## src/rtl/slavefifo2b_pkg.sv

```systemverilog
// rtl/slavefifo2b_pkg.sv - shared encodings for the Slave FIFO 2-bit pin controller
package slavefifo2b_pkg;

  // Engine selection as seen on the mode_sel switch
  typedef enum logic [1:0] {
    MODE_NONE       = 2'b00,
    MODE_LOOPBACK   = 2'b01,
    MODE_STREAM_IN  = 2'b10,
    MODE_STREAM_OUT = 2'b11
  } mode_e;

  // FX3 socket addresses: producer socket takes FPGA writes, consumer socket feeds FPGA reads
  localparam logic [1:0] FADDR_PROD = 2'b00;
  localparam logic [1:0] FADDR_CONS = 2'b11;

  // Mode FSM states
  typedef enum logic [1:0] {
    M_IDLE   = 2'b00,
    M_ACTIVE = 2'b01,
    M_DRAIN  = 2'b10,
    M_GAP    = 2'b11
  } mode_state_e;

endpackage

```

## src/rtl/slavefifo2b_pin_ctrl_sync2.sv

```systemverilog
// rtl/slavefifo2b_pin_ctrl_sync2.sv - generic two-flop synchronizer
module sync2 #(
  parameter int W = 1
) (
  input  logic         clk_i,
  input  logic         rst_ni,
  input  logic [W-1:0] d_i,
  output logic [W-1:0] q_o
);

  logic [W-1:0] meta_q;
  logic [W-1:0] sync_q;

  // Two back-to-back flops; the first may go metastable, the second resolves it
  always_ff @(posedge clk_i or negedge rst_ni) begin
    if (!rst_ni) begin
      meta_q <= '0;
      sync_q <= '0;
    end else begin
      meta_q <= d_i;
      sync_q <= meta_q;
    end
  end

  assign q_o = sync_q;

endmodule

```

## src/rtl/slavefifo2b_pin_ctrl.sv

```systemverilog
// rtl/slavefifo2b_pin_ctrl.sv - FX3 pin front end: flag/data capture, engine mux, mode FSM
module slavefifo2b_pin_ctrl
  import slavefifo2b_pkg::*;
#(
  parameter int DATA_W       = 32,
  parameter int DRAIN_CYCLES = 4
) (
  input  logic              clk_100,
  input  logic              reset_,
  input  logic [1:0]        mode_sel,
  input  logic              flaga,
  input  logic              flagb,
  input  logic              flagc,
  input  logic              flagd,
  input  logic [DATA_W-1:0] fdata_in,
  output logic              flaga_d,
  output logic              flagb_d,
  output logic              flagc_d,
  output logic              flagd_d,
  output logic [DATA_W-1:0] data_in_eng,
  output logic              loopback_mode_selected,
  output logic              stream_in_mode_selected,
  output logic              stream_out_mode_selected,
  input  logic              lb_slrd_,
  input  logic              lb_sloe_,
  input  logic              lb_slwr_,
  input  logic              lb_rd_select,
  input  logic [DATA_W-1:0] lb_data,
  input  logic              si_slwr_,
  input  logic              si_pktend_,
  input  logic [DATA_W-1:0] si_data,
  input  logic              so_slrd_,
  input  logic              so_sloe_,
  output logic              slcs_,
  output logic              slrd_,
  output logic              sloe_,
  output logic              slwr_,
  output logic              pktend_,
  output logic [1:0]        faddr,
  output logic [DATA_W-1:0] fdata_out,
  output logic              fdata_oe
);

  localparam logic [3:0] DRAIN_TARGET = 4'(DRAIN_CYCLES);

  logic [1:0]  mode_sync_raw;
  mode_e       mode_sync;
  mode_state_e state_q, state_d;
  mode_e       active_q, active_d;
  logic [3:0]  idle_cnt_q, idle_cnt_d;

  logic              eng_slrd, eng_sloe, eng_slwr, eng_pktend, eng_idle, engaged;
  logic [1:0]        eng_faddr;
  logic [DATA_W-1:0] eng_data;

  logic              slcs_q, slrd_q, sloe_q, slwr_q, pktend_q, fdata_oe_q;
  logic              slcs_d, slrd_d, sloe_d, slwr_d, pktend_d, fdata_oe_d;
  logic [1:0]        faddr_q, faddr_d;
  logic [DATA_W-1:0] fdata_out_q, fdata_out_d;
  logic [3:0]        flags_q;
  logic [DATA_W-1:0] data_in_q;

  sync2 #(.W(2)) u_mode_sync (
    .clk_i  (clk_100),
    .rst_ni (reset_),
    .d_i    (mode_sel),
    .q_o    (mode_sync_raw)
  );

  assign mode_sync = mode_e'(mode_sync_raw);

  // Capture FX3 flags and read data for the engines every cycle regardless of mode
  always_ff @(posedge clk_100 or negedge reset_) begin
    if (!reset_) begin
      flags_q   <= '0;
      data_in_q <= '0;
    end else begin
      flags_q   <= {flaga, flagb, flagc, flagd};
      data_in_q <= fdata_in;
    end
  end

  // Active engine view; signals an engine lacks read as deasserted (1)
  always_comb begin
    eng_slrd   = 1'b1;
    eng_sloe   = 1'b1;
    eng_slwr   = 1'b1;
    eng_pktend = 1'b1;
    eng_faddr  = FADDR_PROD;
    eng_data   = '0;
    case (active_q)
      MODE_LOOPBACK: begin
        eng_slrd  = lb_slrd_;
        eng_sloe  = lb_sloe_;
        eng_slwr  = lb_slwr_;
        eng_faddr = lb_rd_select ? FADDR_CONS : FADDR_PROD;
        eng_data  = lb_data;
      end
      MODE_STREAM_IN: begin
        eng_slwr   = si_slwr_;
        eng_pktend = si_pktend_;
        eng_faddr  = FADDR_PROD;
        eng_data   = si_data;
      end
      MODE_STREAM_OUT: begin
        eng_slrd  = so_slrd_;
        eng_sloe  = so_sloe_;
        eng_faddr = FADDR_CONS;
      end
      default: ;
    endcase
    eng_idle = eng_slrd & eng_sloe & eng_slwr & eng_pktend;
    engaged  = (state_q == M_ACTIVE) || (state_q == M_DRAIN);
  end

  // Mode FSM next state: hold the engine on the pins until its strobes stay idle long enough
  always_comb begin
    state_d    = state_q;
    active_d   = active_q;
    idle_cnt_d = '0;
    case (state_q)
      M_IDLE: begin
        if (mode_sync != MODE_NONE) begin
          active_d = mode_sync;
          state_d  = M_ACTIVE;
        end
      end
      M_ACTIVE: begin
        if (mode_sync != active_q) state_d = M_DRAIN;
      end
      M_DRAIN: begin
        if (eng_idle) begin
          idle_cnt_d = idle_cnt_q + 4'd1;
          if (idle_cnt_d == DRAIN_TARGET) begin
            idle_cnt_d = '0;
            state_d    = M_GAP;
          end
        end
      end
      M_GAP: state_d = M_IDLE;
      default: state_d = M_IDLE;
    endcase
  end

  // Mode FSM state, latched engine and idle counter
  always_ff @(posedge clk_100 or negedge reset_) begin
    if (!reset_) begin
      state_q    <= M_IDLE;
      active_q   <= MODE_NONE;
      idle_cnt_q <= '0;
    end else begin
      state_q    <= state_d;
      active_q   <= active_d;
      idle_cnt_q <= idle_cnt_d;
    end
  end

  // Pin next values; output enable waits for the registered sloe_ to be high so the bus turns around cleanly
  always_comb begin
    slcs_d      = 1'b1;
    slrd_d      = 1'b1;
    sloe_d      = 1'b1;
    slwr_d      = 1'b1;
    pktend_d    = 1'b1;
    faddr_d     = FADDR_PROD;
    fdata_out_d = '0;
    fdata_oe_d  = 1'b0;
    if (engaged) begin
      slcs_d      = 1'b0;
      slrd_d      = eng_slrd;
      sloe_d      = eng_sloe;
      slwr_d      = eng_slwr;
      pktend_d    = eng_pktend;
      faddr_d     = eng_faddr;
      fdata_out_d = eng_data;
      fdata_oe_d  = ((active_q == MODE_LOOPBACK) || (active_q == MODE_STREAM_IN))
                    && eng_sloe && sloe_q;
    end
  end

  // Registered pin outputs
  always_ff @(posedge clk_100 or negedge reset_) begin
    if (!reset_) begin
      slcs_q      <= 1'b1;
      slrd_q      <= 1'b1;
      sloe_q      <= 1'b1;
      slwr_q      <= 1'b1;
      pktend_q    <= 1'b1;
      faddr_q     <= FADDR_PROD;
      fdata_out_q <= '0;
      fdata_oe_q  <= 1'b0;
    end else begin
      slcs_q      <= slcs_d;
      slrd_q      <= slrd_d;
      sloe_q      <= sloe_d;
      slwr_q      <= slwr_d;
      pktend_q    <= pktend_d;
      faddr_q     <= faddr_d;
      fdata_out_q <= fdata_out_d;
      fdata_oe_q  <= fdata_oe_d;
    end
  end

  assign {flaga_d, flagb_d, flagc_d, flagd_d} = flags_q;
  assign data_in_eng = data_in_q;

  assign loopback_mode_selected   = (state_q == M_ACTIVE) && (active_q == MODE_LOOPBACK);
  assign stream_in_mode_selected  = (state_q == M_ACTIVE) && (active_q == MODE_STREAM_IN);
  assign stream_out_mode_selected = (state_q == M_ACTIVE) && (active_q == MODE_STREAM_OUT);

  assign slcs_     = slcs_q;
  assign slrd_     = slrd_q;
  assign sloe_     = sloe_q;
  assign slwr_     = slwr_q;
  assign pktend_   = pktend_q;
  assign faddr     = faddr_q;
  assign fdata_out = fdata_out_q;
  assign fdata_oe  = fdata_oe_q;

endmodule

```

## config.mk

```make
export PLATFORM = sky130hd
export DESIGN_NAME = slavefifo2b_pin_ctrl
export DESIGN_NICKNAME = d
export VERILOG_FILES = /design/src/rtl/slavefifo2b_pkg.sv /design/src/rtl/slavefifo2b_pin_ctrl_sync2.sv /design/src/rtl/slavefifo2b_pin_ctrl.sv
export SDC_FILE = /design/constraint.sdc
export NUM_CORES = 1
export LEC_CHECK = 0
export CAP_MARGIN = 0
export CORE_UTILIZATION = 36
export CTS_BUF_LIST = sky130_fd_sc_hd__clkbuf_8 sky130_fd_sc_hd__clkbuf_16
export DETAILED_ROUTE_END_ITERATION = 16
export GPL_ROUTABILITY_DRIVEN = 0
export PLACE_DENSITY = 0.9
export SYNTH_ARGS = -nofsm -noshare
export SYNTH_HDL_FRONTEND = slang
export SYNTH_HIERARCHICAL = 1
export SYNTH_SLANG_ARGS = --single-unit
```

## constraint.sdc

```tcl
create_clock -name clk_100 -period 2 [get_ports clk_100]
set_input_delay 0.4 -clock clk_100 [delete_from_list [all_inputs] [get_ports clk_100]]
set_output_delay 0.4 -clock clk_100 [all_outputs]
set_load 0.02 [all_outputs]
```

== Yosys cells after proc, flatten, opt, wreduce, memory -nomap -nowiden ==
Cells that the tools add are included.
Widths: inputs -> output; s select.

* Register bits after elaboration: 88
* Bits in latches: 0
* Bits in writable memories: 0
* Memory bits (read-only): 0
* Input port bits: 112
* Logic and storage cells: 65
* Memories kept: 0

* Add/sub/neg operators: 1
* Multiply operators: 0
* Div/mod/pow operators: 0
* $lt $le $gt $ge: 0
* Equality and inequality tests: 12
* Shift-type cells: 0
* Multiplexer cells: 23
* Bitwise logic cells: 3
* Reductions and logical operators: 11

{| class="wikitable"
|+ Operator list
! kind !! number
|-
| $pmux 32 s2 || 1
|-
| $mux 32 || 1
|-
| $mux 2 || 6
|-
| $mux 4 || 3
|-
| $eq 2x2->1 const B || 4
|-
| $pmux 2 s4 || 1
|-
| $mux 1 || 7
|-
| $pmux 1 s2 || 3
|-
| $logic_and 1x1->1 || 5
|-
| $add 4x1->4 const B || 1
|-
| $eq 2x1->1 const B || 2
|-
| $eq 4x3->1 const B || 1
|-
| $ne 2x1->1 const B || 2
|-
| $ne 2x2->1 const B || 2
|-
| $pmux 2 s2 || 1
|-
| $reduce_and 4->1 || 1
|-
| $and 1x1->1 || 3
|-
| $logic_not 2->1 || 1
|-
| $logic_or 1x1->1 || 2
|-
| $ne 2x2->1 || 1
|-
| $reduce_and 2->1 || 1
|-
| $reduce_bool 2->1 || 1
|}

== Logic depth before layout (Yosys ltp) ==
Gate-level depths: netlist of the first run.

* Depth after elaboration: 7
* Depth in mapped cells: 8
* Depth with buffers taken out: 7

== Hierarchy ==
The synthesis of the first run kept the hierarchy.

{| class="wikitable"
|+ Modules (own cells, without submodules)
! module !! instances !! cells each !! area an instance (um^2) !! sequential area each (um^2)
|-
| slavefifo2b_pin_ctrl || 1 || 223 || 2,950.3 || 2,083.2
|-
| sync2 || 1 || 4 || 100.1 || 100.1
|}

== Worst setup path before layout of the first run ==
Ideal clock, no wire load.

* Path type: register to output
* Start: register active_q[1]
* End: output port loopback_mode_selected
* Arrival: 1.336 ns
* Path slack: 0.264 ns
* Stages on the path, launching flop included: 6
* Cells stage by stage: dfrtp_1 inv_1 ha_1 buf_6 clkbuf_1 and2_1

* Word-level cells in the longest chain between the ends: 2

{| class="wikitable"
|+ Ends and longest elaborated chain
! item !! line !! RTL
|-
| from (decl) || slavefifo2b_pin_ctrl.sv:49 || <nowiki>mode_e active_q, active_d;</nowiki>
|-
| from (signal assigned) || slavefifo2b_pin_ctrl.sv:153 || <nowiki>active_q <= active_d;</nowiki>
|-
| $eq 2x1->1 || slavefifo2b_pin_ctrl.sv:207 || <nowiki>assign loopback_mode_selected = (state_q == M_ACTIVE) && (active_q == MODE_LOOPBACK);</nowiki>
|-
| $logic_and 1x1->1 || slavefifo2b_pin_ctrl.sv:207 ||
|-
| to (decl) || slavefifo2b_pin_ctrl.sv:21 || <nowiki>output logic loopback_mode_selected,</nowiki>
|}

No other way between the ends.

== Worst setup path in the final report of the first run ==
* Start: register state_q[1]
* End: output port stream_out_mode_selected

* Word-level cells in the longest chain between the ends: 2

{| class="wikitable"
|+ Ends and longest elaborated chain
! item !! line !! RTL
|-
| from (decl) || slavefifo2b_pin_ctrl.sv:48 || <nowiki>mode_state_e state_q, state_d;</nowiki>
|-
| from (signal assigned) || slavefifo2b_pin_ctrl.sv:152 || <nowiki>state_q <= state_d;</nowiki>
|-
| $eq 2x1->1 || slavefifo2b_pin_ctrl.sv:209 || <nowiki>assign stream_out_mode_selected = (state_q == M_ACTIVE) && (active_q == MODE_STREAM_OUT);</nowiki>
|-
| $logic_and 1x1->1 || slavefifo2b_pin_ctrl.sv:209 ||
|-
| to (decl) || slavefifo2b_pin_ctrl.sv:23 || <nowiki>output logic stream_out_mode_selected,</nowiki>
|}

No other way between the ends.

==> results of run 1 <==
synthesized netlist by cell type, types with 2 or more instances:
master | instances | share of area
dfrtp_1 | 82 | 0.67
nor2_1 | 37 | 0.046
a22oi_1 | 33 | 0.081
clkbuf_1 | 10 | 0.012
ha_1 | 8 | 0.033
nand2_1 | 8 | 0.0098
inv_1 | 7 | 0.0086
dfstp_2 | 5 | 0.043
and2_1 | 4 | 0.0082
nand3_1 | 4 | 0.0066
nand2b_1 | 3 | 0.0062
xnor2_1 | 3 | 0.0086
a21oi_1 | 2 | 0.0033
o21ai_0 | 2 | 0.0033
or2_2 | 2 | 0.0041
registers in the layout, indices dropped and copies added, names as in the netlist:
register            count
state_q                 2
data_in_eng            32
slwr_                   1
u_mode_sync/q_o         2
slcs_                   1
pktend_                 1
u_mode_sync/meta_q      2
active_q                2
idle_cnt_q              4
flags_q                 4
fdata_out              32
faddr                   1
fdata_oe                1
sloe_                   1
slrd_                   1
power breakdown:
group	switching (mW)	leakage [nW]	internal, mW
sequential	0.145	1.09	2.16
clock	0.619	0.0781	0.451
combinational	1.65	1.11	1.37
per-layer routing:
layer | global-route usage | part of all wire | vias to the layer above
met1 | 0.203 | 0.37 | 1226
li1 | - | - | 1169
met2 | 0.345 | 0.54 | 117
met5 | 0 | 0 | -
met4 | 0.0564 | 0.012 | 0
met3 | 0.0566 | 0.079 | 12
worst max-delay path by stage:
stage                     start  slack, ns                       end
global placement     state_q[1]       0.19  stream_out_mode_selected
global route         state_q[1]       0.01  stream_out_mode_selected
detailed placement     lb_sloe_       0.11                state_q[1]
CTS                  state_q[1]       0.03  stream_out_mode_selected
finish               state_q[1]       0.08  stream_out_mode_selected
floorplan           active_q[1]       0.26    loopback_mode_selected
worst register-to-register path: stages, from the launching register on:
cell and delay (ns):
dfrtp_1 0.42, inv_1 0.08, ha_1 0.21, buf_4 0.17, a21oi_1 0.21, o22ai_2 0.14
o221ai_2 0.24, a21oi_2 0.10, o32a_2 0.19
final cells by class:
| class | count | area [um2] | area share |
|---|---|---|---|
| sequential | 87 | 2180 | 0.413 |
| timing repair buffer | 201 | 2000 | 0.378 |
| multi-input combinational | 120 | 779 | 0.147 |
| tap | 105 | 131 | 0.0249 |
| clock buffer | 9 | 124 | 0.0234 |
| clock inverter | 6 | 45.0 | 0.00852 |
| inverter | 7 | 26.3 | 0.00497 |
timing repair:
item,4_1_cts,5_1_grt
gates resized for setup,3,3
endpoints found under the setup margin,3,3
hold buffers,1,0
cloned,0,0
pin swaps,0,0
hold endpoints to repair,12,0
through the flow:
stage	cells	cell area (um2)	utilization	setup slack, ns	hold WS (ns)
2_1_floorplan	227	3050	-	0.264	0.104
3_3_place_gp	519	5110	0.622	0.187	0.275
3_5_place_dp	519	5110	0.622	0.109	0.277
6_report	535	5290	0.643	0.0829	0.362
5_1_grt	535	5290	0.643	0.0148	0.366
4_1_cts	535	5280	0.643	0.0290	0.365
cell usage in the layout, fill, tap and decap left out, types with 3 or more instances in the layout:
cell,instances
a22oi_1,33
and2_1,4
buf_4,10
clkbuf_8,9
clkdlybuf4s15_1,3
clkdlybuf4s50_1,186
clkinvlp_4,3
dfrtp_1,82
dfstp_2,5
ha_1,8
inv_1,7
nand2_1,8
nand2b_1,3
nand3_1,4
nor2_1,37
xnor2_1,3
cells by family after synthesis:
kind of cell             count (synthesis)  synth area share
adder cells (fa/ha/maj)                  8            0.0328
XOR/XNOR                                 3           0.00862
flip-flops                              87             0.716
buffers and inverters                   20            0.0287
multiplexers                             2           0.00697
AO/OA/AOI/OAI                           46             0.121
AND/OR/NAND/NOR                         61            0.0865
==> summary.txt, run 1 <==
Run status
  – Status: finished clean

Timing
  – Fmax: 0.522 GHz
  – Slew HR: 0.766
  – Fin Setup TNS: 0 ns
  – RSZ-0062 raised after global routing: no
  – Fin crit share: 0.959
  – Slew Limit Fails: 0
  – Clock skew: 0.0173 ns
  – Final Setup Violations: 0
  – Worst Tran Pin Value: 0.352 ns
  – Final min period: 1.92 ns
  – Final hold vios: 0

Worst setup path
  – Worst setup SP type: flip-flop
  – Required @ worst endpoint: 1.60 ns
  – Worst Path Max Fanout: 4
  – RR Endpoint: state_q[0]
  – R2r setup slk: 0.13 ns
  – WP depth: 4
  – CP peak stage delay: 0.39 ns
  – CP Capture Type: output port
  – Crit-path slowest cell: dfrtp_1
  – FF-to-FF Start: active_q[1]
  – Reg2Reg Depth: 8
  – CP cell instances: inv_1 -> ha_1 -> and2_1 -> clkdlybuf4s15_1
  – CP delay by family, top: buffers and inverters
  – Setup CP Type: reg2out
  – WP data arrival: 1.52 ns
  – WP buf/inv: 2

Synthesis
  – Synth warnings: 6
  – Synth Flop Type: dfrtp_1
  – Syn Inst Count: 227
  – Synth Cell Area: 3050 um2
  – Distinct cells, synth: 32
  – FF+latch count, synth: 87
  – EDFF count, synth: 0
  – Sequential fraction of the synthesis area: 0.716
  – Syn Area/Cell: 13.4 um2
  – Post-synthesis net count: 347
  – Ys async rst share: 1.00

Detailed routing
  – Drt drc: 0
  – Drt total wl: 8250 um
  – DR WL/cell: 15.4 um
  – Antenna-violating nets left: 0
  – DR iter-0 viols: 47
  – Vias/cell: 4.72
  – 1st-pass router iterations: 4
  – Via count: 2,524

Place
  – Post-DP HPWL: 6440 um
  – IO Port Bufs: 190

CTS
  – CTS tree: done
  – Root cell of the clock tree: clkbuf_8
  – Clock latency on the worst-skew pair: 0.35 ns
  – Clock slew at reported path FFs: 0.10 ns
  – Clk sinks: 87
  – CTS Buf Count: 9
  – Clock buffer depth: 2
  – H-tree Lvls: 3
  – Number of setup buffers added after CTS: 0

Final layout
  – Share of post-route cells with drive strength above 1: 0.0930
  – FILL cells: 624
  – Nets: 546
  – P&R area growth vs syn: 73.3%
  – Diode count: 0

Power
  – Peak VDD IR: 0.819 mV
  – Power density cells: 1210 nW/um2
  – Power Total: 6.40 mW
  – LEAKAGE: 2.27 nW

Worst hold path
  – Hold path endpoint: u_mode_sync/q_o[1]
  – Hold Crit Class: reg2reg
  – HP Start: u_mode_sync/meta_q[1]
  – Worst Hold Depth: 0

Floorplan
  – # IOs: 191
  – Core region area: 8220 um2
  – Die Height: 94.1 um
  – Die Area: 8850 um2
  – Initial cell density of the core: 0.371
  – Die span in x: 94.1 um
  – Cell Rows: 33

Flow run
  – Max Cap Violations: 0

Global route
  – Grt ovf: 0
  – First-pass GRT wire length: 12,400 um
  – Largest net degree at the start of global routing: 44
  – Vias in the first global route: 2,587
  – Gr usage total: 0.187
  – Initial antenna violation count: 0
Power figures use the tool's default switching activity.
==> run 2, diff against run 1 <==
--- a/config.mk
+++ b/config.mk
@@ -5,13 +5,12 @@
 export SDC_FILE = /design/constraint.sdc
 export NUM_CORES = 1
 export LEC_CHECK = 0
-export CAP_MARGIN = 0
 export CORE_UTILIZATION = 36
 export CTS_BUF_LIST = sky130_fd_sc_hd__clkbuf_8 sky130_fd_sc_hd__clkbuf_16
 export DETAILED_ROUTE_END_ITERATION = 16
 export GPL_ROUTABILITY_DRIVEN = 0
 export PLACE_DENSITY = 0.9
+export SETUP_SLACK_MARGIN = 0.2
 export SYNTH_ARGS = -nofsm -noshare
 export SYNTH_HDL_FRONTEND = slang
-export SYNTH_HIERARCHICAL = 1
 export SYNTH_SLANG_ARGS = --single-unit
==> run 2 against run 1 <==
Compared with the run above: clock skew decreased by 0.0021 ns; die area unchanged; utilization increased by 1.1 points; synthesized cell count did not move; setup slack better by 0.10 ns; power rose by 3.9%; clock power about the same; critical endpoint is now state_q[1]; first-iteration DRC count rose by 30%.
==> summary.txt, run 2 <==
Run status
  – Status: finished clean

CTS
  – Clock latency on the worst-skew pair: 0.34 ns
  – Clock slew at reported path FFs: 0.10 ns
  – Clock buffer depth: 2
  – Root cell of the clock tree: clkbuf_8
  – CTS tree: done
  – CTS Buf Count: 9
  – H-tree Lvls: 3
  – Clk sinks: 87

Synthesis
  – Post-synthesis xor/xnor area fraction: 0.00861
  – Synth top area share: 0.673
  – Ys async rst share: 1.00
  – Largest family of logic cells by synthesized area: compound AO/OA/AOI/OAI gates
  – FF+latch count, synth: 87
  – Synth Flop Type: dfrtp_1
  – Sequential fraction of the synthesis area: 0.716
  – Adder-Cell Fraction of Synth Area: 0.0328
  – Post-synthesis net count: 347
  – Top-count cell post-synth: dfrtp_1
  – Synth area leaders: dfrtp_1 67%, a22oi_1 8.1%, nor2_1 4.6%, dfstp_2 4.3%, ha_1 3.3%
  – Syn Inst Count: 227
  – Synth warnings: 0
  – Synth Area in Compound Gates: 0.121
  – Synth Cell Area: 3050 um2
  – Post-synthesis mux area share: 0.00697
  – EDFF count, synth: 0
  – Syn Area/Cell: 13.4 um2
  – Distinct cells, synth: 32
  – Cell taking the most area after synthesis: dfrtp_1
  – Post-Synth Simple-Gate Area: 0.0865
  – Synth top cells by count: 82 x dfrtp_1, 37 x nor2_1, 33 x a22oi_1

Global route
  – First-pass GRT wire length: 12,500 um
  – Vias in the first global route: 2,611
  – Initial antenna violation count: 0
  – Gr usage total: 0.189
  – Grt ovf: 0
  – Largest net degree at the start of global routing: 44

Final layout
  – P&R area growth vs syn: 76.2%
  – Nets: 552
  – Most frequent cells in the layout: 181 x clkdlybuf4s50_1, 80 x dfrtp_1, 37 x nor2_1
  – Non-Filler Instances: 541
  – Diode count: 0
  – Share of post-route cells with drive strength above 1: 0.133
  – Commonest non-fill, non-tap cell in the layout: clkdlybuf4s50_1

Timing
  – Fin crit share: 0.907
  – Setup ws final: 0.187 ns
  – Fin Setup TNS: 0 ns
  – Slew HR: 0.765
  – Final hold vios: 0
  – Final min period: 1.81 ns
  – Worst Tran Pin Value: 0.352 ns
  – Final Setup Violations: 0
  – Fmax: 0.552 GHz
  – RSZ-0062 raised after global routing: yes
  – Clock skew: 0.0152 ns
  – Slew Limit Fails: 0

Worst setup path
  – CP Capture Type: flip-flop
  – Worst Path Max Fanout: 6
  – Required @ worst endpoint: 2.25 ns
  – Worst setup SP type: flip-flop
  – Setup CP Type: reg2reg
  – WP data arrival: 2.07 ns

Detailed routing
  – Drt total wl: 8540 um
  – DR WL/cell: 15.8 um
  – Drt drc: 0
  – Vias/cell: 4.72
  – Antenna-violating nets left: 0
  – 1st-pass router iterations: 5
  – DR iter-0 viols: 61
  – Via count: 2,551

Place
  – Post-DP HPWL: 6440 um
  – DP Cell Count: 519
  – IO Port Bufs: 190
  – Post-place setup slack: 0.109 ns

Floorplan
  – Initial cell density of the core: 0.371
  – Die Area: 8850 um2
  – Die Height: 94.1 um
  – # IOs: 191
  – Core region area: 8220 um2
  – Cell Rows: 33
  – Die span in x: 94.1 um

Power
  – LEAKAGE: 2.30 nW
  – Peak VDD IR: 0.940 mV
  – Power density cells: 1240 nW/um2

Flow run
  – Max Cap Violations: 0

Worst hold path
  – Hold Crit Class: reg2reg
==> run 2: changes by cell type in the layout (fill, tap and decap cells not counted), moves of 2 or more <==
cell,change
buf_4,+7
clkdlybuf4s15_1,-3
clkdlybuf4s50_1,-5
dfrtp_1,-2
dfrtp_2,+2
dlygate4sd2_1,+5
ha_1,-3
ha_4,+2
==> run 2: per-stage QoR <==
step	hold slack (ns)	instance area, um2	utilization	power [mW]
after global routing	0.366	5370	0.654	7.02
after global placement	0.275	5110	0.622	5.29
after detailed placement	0.277	5110	0.622	5.39
after CTS	0.365	5300	0.645	6.51
after floorplan	0.104	3050	-	4.01
final	0.362	5370	0.654	6.65
==> run 2: where the power goes <==
part	internal, mW	switching (mW)	total, mW
registers	2.16	0.162	2.32
logic	1.50	1.76	3.26
clock network	0.451	0.618	1.07
==> run 2: path summary, 6_finish.rpt <==
| path | start | end | slack [ns] | cells after the start |
|---|---|---|---|---|
| max in group asynchronous | reset_ | fdata_out[23] | 0.92 | 3 |
| max reg2reg | active_q[1] | state_q[1] | 0.19 | 8 |
| max | active_q[1] | state_q[1] | 0.19 | 8 |
| min | u_mode_sync.meta_q[1] | u_mode_sync.q_o[1] | 0.36 | 0 |
| min in group asynchronous | reset_ | u_mode_sync.meta_q[1] | 0.44 | 2 |
| min reg2reg | u_mode_sync.meta_q[1] | u_mode_sync.q_o[1] | 0.36 | 0 |
==> run 2: cell type report <==
type / instances / area [um2]
Sequential cell: 87 / 2190
Multi-Input combinational cell: 120 / 832
Clock inverter: 6 / 45.0
Inverter: 7 / 26.3
Clock buffer: 9 / 124
Fill cell: 611 / 2840
Timing Repair Buffer: 207 / 2030
Tap cell: 105 / 131
==> run 2: what timing repair did <==
item                       4_1_cts  5_1_grt
hold endpoints to repair        12        0
pin swaps                        1        5
setup endpoints to repair       11        5
setup buffers                    2        4
hold buffers                     1        0
gates resized for setup         21       12
==> run 2: cell families after synthesis <==
family                   after synthesis
multiplexers                           2
adder cells (fa/ha/maj)                8
XOR/XNOR                               3
AND/OR/NAND/NOR                       61
flip-flops                            87
AO/OA/AOI/OAI                         46
buffers and inverters                 20
==> run 2: per-layer routing <==
layer  vias up  global-route usage  share of wire
li1       1181                   -              -
met2       121               0.350           0.55
met4         0              0.0564         0.0054
met1      1241               0.207           0.37
met5         -                   0              0
met3         8              0.0566          0.077
==> run 2: worst max-delay path, stage by stage (launching register included) <==
cell and delay, ns:
dfrtp_2 0.43, inv_2 0.07, ha_4 0.16, buf_6 0.13, or2_4 0.27, nand2_4 0.08
o221ai_4 0.13, a21oi_2 0.20, mux2i_1 0.24
